<file path="src/rtl/hmmm_mem_loader_if.sv">
// Bundles the processor data port and the byte-stream loader port of hmmm_mem_loader.
// The slave side is the loader/memory block; the master side is the CPU plus the image source.
interface hmmm_mem_loader_if;
    logic        MemWrite;
    logic [7:0]  adr;
    logic [7:0]  WriteData;
    logic [14:0] ReadData;
    logic        ld_valid;
    logic [7:0]  ld_data;
    logic        ld_last;
    logic        ld_ready;
    logic        cpu_reset;
    logic        load_done;
    logic        load_err;
    logic [8:0]  load_count;

    modport slave (
        input  MemWrite, adr, WriteData, ld_valid, ld_data, ld_last,
        output ReadData, ld_ready, cpu_reset, load_done, load_err, load_count
    );

    modport master (
        output MemWrite, adr, WriteData, ld_valid, ld_data, ld_last,
        input  ReadData, ld_ready, cpu_reset, load_done, load_err, load_count
    );
endinterface

</file>
<file path="src/rtl/hmmm_mem_loader.sv">
// Program memory that is first filled from a big-endian byte stream (7-bit high byte, 8-bit low
// byte per 15-bit word), then released to the processor as an asynchronously read data/fetch memory.
module hmmm_mem_loader #(
    parameter int unsigned MEM_WORDS = 256
) (
    input  logic              clk,
    input  logic              reset,
    hmmm_mem_loader_if.slave  bus
);

    localparam int unsigned AW    = $clog2(MEM_WORDS);
    localparam logic [8:0]  DEPTH = 9'(MEM_WORDS);

    typedef enum logic [1:0] {
        LOAD_HI = 2'd0,
        LOAD_LO = 2'd1,
        RUN     = 2'd2,
        ERR     = 2'd3
    } state_t;

    state_t      state_q, state_d;
    logic [6:0]  hi_q, hi_d;
    logic [8:0]  count_q, count_d;
    logic        ready_q, ready_d;
    logic        cpu_rst_q, cpu_rst_d;
    logic        done_q, done_d;
    logic        err_q, err_d;

    logic [14:0] mem_q [MEM_WORDS];

    logic          xfer_s;
    logic          adr_ok_s;
    logic          we_s;
    logic [AW-1:0] waddr_s;
    logic [14:0]   wdata_s;

    // ready_q is high exactly in the two load states, so it doubles as the handshake qualifier
    assign xfer_s   = bus.ld_valid & ready_q;
    assign adr_ok_s = ({1'b0, bus.adr} < DEPTH);

    // Next-state, word assembly and the single memory write port
    always_comb begin
        state_d = state_q;
        hi_d    = hi_q;
        count_d = count_q;
        we_s    = 1'b0;
        waddr_s = '0;
        wdata_s = 15'd0;
        case (state_q)
            LOAD_HI: begin
                if (xfer_s) begin
                    if (bus.ld_data[7] || bus.ld_last || (count_q == DEPTH)) begin
                        state_d = ERR;
                    end else begin
                        hi_d    = bus.ld_data[6:0];
                        state_d = LOAD_LO;
                    end
                end else begin
                    state_d = LOAD_HI;
                end
            end
            LOAD_LO: begin
                if (xfer_s) begin
                    we_s    = 1'b1;
                    waddr_s = count_q[AW-1:0];
                    wdata_s = {hi_q, bus.ld_data};
                    count_d = count_q + 9'd1;
                    state_d = bus.ld_last ? RUN : LOAD_HI;
                end else begin
                    state_d = LOAD_LO;
                end
            end
            RUN: begin
                if (bus.MemWrite && adr_ok_s) begin
                    we_s    = 1'b1;
                    waddr_s = bus.adr[AW-1:0];
                    wdata_s = {7'd0, bus.WriteData};
                end else begin
                    we_s    = 1'b0;
                end
            end
            ERR: begin
                state_d = ERR;
            end
            default: begin
                state_d = ERR;
            end
        endcase
    end

    // Status flags are decoded from the next state so they can be registered without lag
    always_comb begin
        ready_d   = 1'b0;
        cpu_rst_d = 1'b1;
        done_d    = 1'b0;
        err_d     = 1'b0;
        case (state_d)
            LOAD_HI: begin
                ready_d = 1'b1;
            end
            LOAD_LO: begin
                ready_d = 1'b1;
            end
            RUN: begin
                cpu_rst_d = 1'b0;
                done_d    = 1'b1;
            end
            ERR: begin
                err_d = 1'b1;
            end
            default: begin
                err_d = 1'b1;
            end
        endcase
    end

    // Control state register with asynchronous reset
    always_ff @(posedge clk or posedge reset) begin
        if (reset) begin
            state_q   <= LOAD_HI;
            hi_q      <= 7'd0;
            count_q   <= 9'd0;
            ready_q   <= 1'b1;
            cpu_rst_q <= 1'b1;
            done_q    <= 1'b0;
            err_q     <= 1'b0;
        end else begin
            state_q   <= state_d;
            hi_q      <= hi_d;
            count_q   <= count_d;
            ready_q   <= ready_d;
            cpu_rst_q <= cpu_rst_d;
            done_q    <= done_d;
            err_q     <= err_d;
        end
    end

    // Array storage keeps its contents through reset so a reload only overwrites what it touches
    always_ff @(posedge clk) begin
        if (we_s) begin
            mem_q[waddr_s] <= wdata_s;
        end
    end

    assign bus.ReadData   = ((state_q == RUN) && adr_ok_s) ? mem_q[bus.adr[AW-1:0]] : 15'd0;
    assign bus.ld_ready   = ready_q;
    assign bus.cpu_reset  = cpu_rst_q;
    assign bus.load_done  = done_q;
    assign bus.load_err   = err_q;
    assign bus.load_count = count_q;

endmodule

</file>
<file path="src/flat_wrapper.sv">
// flat-port wrapper written by rule: the top's interface ports become plain ports
module hmmm_mem_loader_flat 
#(
    parameter int unsigned MEM_WORDS = 256
)
  (clk, reset, bus_MemWrite, bus_adr, bus_WriteData, bus_ld_valid, bus_ld_data, bus_ld_last, bus_ReadData, bus_ld_ready, bus_cpu_reset, bus_load_done, bus_load_err, bus_load_count);
  hmmm_mem_loader_if bus_i ();
  input  logic clk;
  input  logic reset;
  input wire logic [$bits(bus_i.MemWrite)-1:0] bus_MemWrite;
  input wire logic [$bits(bus_i.adr)-1:0] bus_adr;
  input wire logic [$bits(bus_i.WriteData)-1:0] bus_WriteData;
  input wire logic [$bits(bus_i.ld_valid)-1:0] bus_ld_valid;
  input wire logic [$bits(bus_i.ld_data)-1:0] bus_ld_data;
  input wire logic [$bits(bus_i.ld_last)-1:0] bus_ld_last;
  output wire logic [$bits(bus_i.ReadData)-1:0] bus_ReadData;
  output wire logic [$bits(bus_i.ld_ready)-1:0] bus_ld_ready;
  output wire logic [$bits(bus_i.cpu_reset)-1:0] bus_cpu_reset;
  output wire logic [$bits(bus_i.load_done)-1:0] bus_load_done;
  output wire logic [$bits(bus_i.load_err)-1:0] bus_load_err;
  output wire logic [$bits(bus_i.load_count)-1:0] bus_load_count;
  assign bus_i.MemWrite = bus_MemWrite;
  assign bus_i.adr = bus_adr;
  assign bus_i.WriteData = bus_WriteData;
  assign bus_i.ld_valid = bus_ld_valid;
  assign bus_i.ld_data = bus_ld_data;
  assign bus_i.ld_last = bus_ld_last;
  assign bus_ReadData = bus_i.ReadData;
  assign bus_ld_ready = bus_i.ld_ready;
  assign bus_cpu_reset = bus_i.cpu_reset;
  assign bus_load_done = bus_i.load_done;
  assign bus_load_err = bus_i.load_err;
  assign bus_load_count = bus_i.load_count;
  hmmm_mem_loader #(.MEM_WORDS(MEM_WORDS)) u_core (.clk(clk), .reset(reset), .bus(bus_i));
endmodule
</file>
<file path="config.mk">
export PLATFORM = sky130hd
export DESIGN_NAME = hmmm_mem_loader_flat
export DESIGN_NICKNAME = d
export VERILOG_FILES = /design/src/rtl/hmmm_mem_loader_if.sv /design/src/rtl/hmmm_mem_loader.sv /design/src/flat_wrapper.sv
export SDC_FILE = /design/constraint.sdc
export NUM_CORES = 2
export LEC_CHECK = 0
export CAP_MARGIN = 20
export CELL_PAD_IN_SITES_DETAIL_PLACEMENT = 1
export CELL_PAD_IN_SITES_GLOBAL_PLACEMENT = 1
export CORE_MARGIN = 10
export CORE_UTILIZATION = 45
export DETAILED_ROUTE_END_ITERATION = 12
export PLACE_DENSITY_LB_ADDON = 0.1
export SETUP_SLACK_MARGIN = 0.15
export SYNTH_ARGS = -nofsm -noshare
export SYNTH_HDL_FRONTEND = slang
export SYNTH_SLANG_ARGS = --single-unit
</file>
<file path="constraint.sdc">
create_clock -name clk -period 17.2 [get_ports clk]
set_input_delay 2.58 -clock clk [delete_from_list [all_inputs] [get_ports clk]]
set_output_delay 2.58 -clock clk [all_outputs]
set_load 0.005 [all_outputs]
</file>
# Word level (Yosys, flattened, before mapping)
# Memories as Yosys holds them, arrays and structs flattened.
# Cells that the tools add are included.
[classes] eq_ne=7 reduce_logical=7 n_mux=21 bitwise_logic=2 add_sub_neg=1
[op_table] op="two-way mux 15 bit" n=2
[op_table] op="one-hot mux 15 bit (2 select lines)" n=1
[op_table] op="two-way mux 8 bit" n=3
[op_table] op="one-hot mux 8 bit (2 select lines)" n=1
[op_table] op="adder 9 x 1 -> 9 bit, second input constant" n=1
[op_table] op="== test 9 bit, second input constant" n=1
[op_table] op="== test 2 bit, second input constant" n=4
[op_table] op="two-way mux 1 bit" n=8
[op_table] op="two-way mux 2 bit" n=4
[op_table] op="one-hot mux 2 bit (3 select lines)" n=1
[op_table] op="== test 2 x 1 -> 1 bit, second input constant" n=2
[op_table] op="logical NOT 2 bit" n=2
[op_table] op="AND reduction 3 bit" n=1
[op_table] op="logical OR 1 bit" n=2
[op_table] op="one-hot mux 1 bit (2 select lines)" n=1
[op_table] op="AND reduction 2 bit" n=1
[op_table] op="OR reduction 2 bit" n=1
[op_table] op="AND 1 bit" n=1
[op_table] op="NOT 1 bit" n=1
[word_totals] out_inout_bits=28 memories=1 ramBits=3840 register_bits=22
[mem_list] name="u_core.mem_q" words=256 width=15 rd=1 rd_ports_with_merged_regs=0 wr=1 line_no="hmmm_mem_loader.sv:29" text="logic [14:0] mem_q [MEM_WORDS];"

# Logic depth before layout (Yosys ltp)
[logic_depth] depth_word=8 mapped_depth=12 mapped_depth_nobuf=8

# Least setup slack after synthesis
# Ideal clock, no wire load.
[synth_timing] path_type="in2reg" startpoint="input port bus_ld_valid" endpoint="memory u_core.mem_q[0][0], data pin" arrival_time_ns=6.721 slack_ns=9.614 required_ns=16.335 path_buffers=2 setup_ns=0.865 path_stages=5 cell_sequence="and3_1 and2_1 clkbuf_1 clkbuf_1 a22o_1"
[synth_via] elab_chain_len=3
[synth_lines] item="start: declaration" line_no="flat_wrapper.sv:13" text="input wire logic [$bits(bus_i.ld_valid)-1:0] bus_ld_valid;"
[synth_lines] item="AND 1 bit" line_no="hmmm_mem_loader.sv:38" text="assign xfer_s = bus.ld_valid & ready_q;"
[synth_lines] item="two-way mux 15 bit" line_no="hmmm_mem_loader.sv:63" text="if (xfer_s) begin"
[synth_lines] item="one-hot mux 15 bit (2 select lines)" line_no="hmmm_mem_loader.sv:49" text="case (state_q)"
[synth_lines] item="net u_core.wdata_s[0]" line_no="hmmm_mem_loader.sv:35" text="logic [14:0] wdata_s;"
[synth_lines] item="end: declaration" line_no="hmmm_mem_loader.sv:29"
# The timed path passes the listed nets, and every way through them passes these cells.

# Worst setup path in the final report
[layout_timing] startpoint="input port bus_adr[1]" endpoint="output port bus_ReadData[2]"
[layout_via] elab_chain_len=2
[layout_lines] item="start: declaration" line_no="flat_wrapper.sv:11" text="input wire logic [$bits(bus_i.adr)-1:0] bus_adr;"
[layout_lines] item="memory read (256 x 15 bit)"
[layout_lines] item="two-way mux 15 bit" line_no="hmmm_mem_loader.sv:145" text="assign bus.ReadData = ((state_q == RUN) && adr_ok_s) ? mem_q[bus.adr[AW-1:0]] : 15'd0;"
[layout_lines] item="end: declaration" line_no="flat_wrapper.sv:16" text="output wire logic [$bits(bus_i.ReadData)-1:0] bus_ReadData;"
# No other way between the ends.

==> run_results.csv <==
group,metric,value,unit
place,dpl.hpwl,272,mm
run,maxCapViolations,0,
sta,final-max-slew-violation-count,0,
logic_synthesis,netlist_instances,7026,
logic_synthesis,postSynth.topFlopCell,"edfxtp_1",
sta,timing.setup.tns,0,ns
power_and_ir_drop,vdd_ir_drop_max,0.116,mV
floorplan,design.die.area,358000,um^2
clock_network,cts_tree,"built",
clock_network,cts_hold_repair.buffers,0,
sta,fmax,89.8,MHz
worst_hold_path,worstHoldPathType,"reg2reg",
floorplan,dieHeight,598,um
setup_path,regToRegSetupSlack,11.27,ns
setup_path,worstSetupEndpointType,"output pin",
sta,finalClockSkew,0.0481,ns
drt,remaining_drc_errors,0,
setup_path,worst_r2r_startpoint,"u_core.state_q[0]$_DFF_PP0_",
clock_network,clkTransAtPathRegs,0.06,ns
floorplan,core,333000,um^2
clock_network,cts_root_buf,"clkbuf_16",
clock_network,ctsLongestPathBuffers,4,
logic_synthesis,number_of_enable_type_register_cells_in_the_synthesized_netlist,3840,
setup_path,timing.critical_path.fanout_max,85,
clock_network,post_cts_setup_driven_buffer_insertion_count,0,
floorplan,placement_rows,212,
final_layout,finalInstanceArea,170000,um^2
global_route,number_of_global_route_vias_before_repair,77903,
logic_synthesis,post_synth_num_cell_types,72,
logic_synthesis,synth.cell_area,150000,um^2
clock_network,postCtsResizedCells,0,
setup_path,setup.worst_path.start,"bus_adr[1]",
floorplan,horizontal_extent_of_the_die,598,um
final_layout,finish.net_count,7513,
sta,layout_worst_path_cycle_share,64.7,%
drt,wl_final,453,mm
logic_synthesis,synthArstFlopShare,0.570,%
floorplan,start_util,45.1,%
floorplan,top_level_ports,57,
clock_network,numClockSinks,3862,
sta,number_of_hold_violations_in_the_final_report,0,
setup_path,regToRegEndpoint,"u_core.mem_q[184][11]$_DFFE_PP_",
clock_network,cts_inserted_buffers,409,
global_route,grt_max_degree,169,
setup_path,timing.reg2reg.worst_path_depth,11,
global_route,globalRoute.busiestLayer,"met2",
clock_network,clk_latency,0.97,ns
clock_network,h-tree-depth,5,
sta,unrepaired_setup_endpoints_after_global_routing,"false",
drt,detail_route.vias_per_cell,6.23,
place,placed_area,157000,um^2
setup_path,critical_path.endpoint,"bus_ReadData[2]",
logic_synthesis,synth_area_per_cell,21.4,um^2
place,port_buffers,56,
power_and_ir_drop,p_per_area,123,nW/um^2
power_and_ir_drop,pleak,54.5,nW
final_layout,layout_commonest_cell,"edfxtp_1",
drt,drtPass1Iterations,6,
global_route,grt_first_pass_wirelength,631,mm
setup_path,setup.worst_path.class,"in2out",
final_layout,layout_common_cells,"edfxtp_1, mux4_2, clkbuf_16, mux2i_1, buf_4",
final_layout,drive_gt1_share,24.7,%
run_status,run_status,"completed",
final_layout,layout-area-overhead-vs-synth,13.3,%
logic_synthesis,synth.yosys.seq_area_share,77.0,%
sta,timing.slew.headroom,19.0,%
global_route,use_met1,36.2,%
sta,tightest_slew,1.21,ns
setup_path,startpoint_type,"primary input",
setup_path,timing.critical_path.required,14.62,ns
global_route,globalRoute.totalOverflow,0,
drt,drt_iter0_drc,9026,
setup_path,critical_path_arrival,8.55,ns
logic_synthesis,synth_seq_cells,3862,
place,finalWeightedCongestion,0.823,
logic_synthesis,synth_fp_nets,7062,
logic_synthesis,number_of_warnings_reported_in_the_yosys_synthesis_log,0,
drt,final_antenna_net_count,0,
sta,timing.final.crit_period,11.13,ns
drt,dr_total_vias,75949,
final_layout,filler_cell_count,29074,
global_route,antenna_violations_before_repair,25,
global_route,grt.met2_usage,39.5,%
global_route,grtUsageTotal,24.8,%
global_route,use_met3,3.65,%
drt,detail_route.wl_per_cell,37.1,um
sta,setup_viol,0,
## routing by layer
layer | up-vias | wire, um
met1 | 41664 | 194000
met2 | 3096 | 215000
met3 | 624 | 30300
met4 | 6 | 14000
met5 | - | 40
li1 | 30559 | -
## cell usage after synthesis, types with 21 or more instances
library cell     n  area (um^2)
buf_1           23         86.3
mux4_2         796        17900
a21oi_1        128          641
edfxtp_1      3840       115000
o21ai_0         51          255
o221ai_1       137         1200
mux2i_1        414         4140
nor2_1         327         1230
nor3_1          37          185
buf_8           28          420
nand3_1         55          275
buf_4           36          270
o31ai_1         25          188
o22ai_1        125          782
buf_2          123          616
and2_1          38          238
a2111oi_0       21          184
a211oi_1        75          563
buf_6           40          450
nand2_1        168          631
clkbuf_1       154          578
buf_12          22          440
mux4_1          21          552
mux2_2          49          552
nand4_1         22          138
## final cells by class
type	instances	area (um^2)	share of cell area [%]
Multi-Input combinational cell	2724	31900	18.7
Antenna cell	5	12.5	0.00734
Inverter	14	65.1	0.0382
Clock buffer	499	10700	6.28
Sequential cell	3862	116000	68.0
Clock inverter	242	2460	1.44
Tap cell	4387	5490	3.22
Timing Repair Buffer	466	3930	2.31
## state kept, by name, indices dropped and copies added, names as in the netlist
register	flops
u_core.bus.ld_ready	1
u_core.bus.load_err	1
u_core.state_q	2
u_core.mem_q	3840
u_core.bus.cpu_reset	1
u_core.hi_q	7
u_core.bus.load_done	1
u_core.bus.load_count	9
## logic make-up (layout without fill, tap and decap cells)
| logic type | after synthesis | after routing | synth area share [%] |
|---|---|---|---|
| compound gates | 699 | 699 | 3.36 |
| xor+xnor | 8 | 8 | 0.0466 |
| other cells | 0 | 5 | 0 |
| simple gates | 730 | 730 | 2.16 |
| flops | 3862 | 3862 | 77.0 |
| mux | 1280 | 1280 | 15.4 |
| fa+ha+maj | 7 | 7 | 0.0582 |
| buf+inv | 440 | 1221 | 1.94 |
## report_power, final
group          switching, W  internal, W
Sequential        0.0000338       0.0107
Combinational       0.00116     0.000410
Clock               0.00369      0.00506
Total               0.00489       0.0162
## stage by stage
| stage | hold slack (ns) | total power, W | util [%] | worst slack, ns | instances |
|---|---|---|---|---|---|
| floorplan | 0.472 | 0.0118 | - | 9.61 | 7026 |
| global placement | 0.493 | 0.0124 | 47.1 | 5.99 | 11439 |
| detailed placement | 0.506 | 0.0125 | 47.2 | 6.03 | 11445 |
| CTS | 0.519 | 0.0212 | 51.1 | 6.02 | 12186 |
| global route | 0.540 | 0.0217 | 51.2 | 6.02 | 12196 |
| finish | 0.511 | 0.0210 | 51.2 | 6.07 | 12199 |
## how the worst min path moves through the flow
| stage | from | end | slack [ns] | depth (start not counted) |
|---|---|---|---|---|
| 2_1_floorplan | u_core.hi_q[5]$_DFFE_PP0P_ | u_core.hi_q[5]$_DFFE_PP0P_ | 0.47 | 1 |
| 3_5_place_dp | u_core.hi_q[4]$_DFFE_PP0P_ | u_core.hi_q[4]$_DFFE_PP0P_ | 0.51 | 1 |
| 4_1_cts | u_core.hi_q[4]$_DFFE_PP0P_ | u_core.hi_q[4]$_DFFE_PP0P_ | 0.52 | 1 |
| 5_1_grt | u_core.hi_q[0]$_DFFE_PP0P_ | u_core.hi_q[0]$_DFFE_PP0P_ | 0.54 | 1 |
| 6_report | u_core.hi_q[4]$_DFFE_PP0P_ | u_core.hi_q[4]$_DFFE_PP0P_ | 0.51 | 1 |
| 3_3_place_gp | u_core.hi_q[4]$_DFFE_PP0P_ | u_core.hi_q[4]$_DFFE_PP0P_ | 0.49 | 1 |
## critical path, stage by stage
cell	delay [ns]
buf_8	0.39
buf_4	0.73
buf_4	0.75
buf_12	0.49
mux4_2	0.33
and2_1	0.13
o22ai_1	0.14
nor4_1	0.77
nand4_1	0.55
o22ai_1	0.67
clkdlybuf4s50_1	0.64
Power figures use the tool's default switching activity.
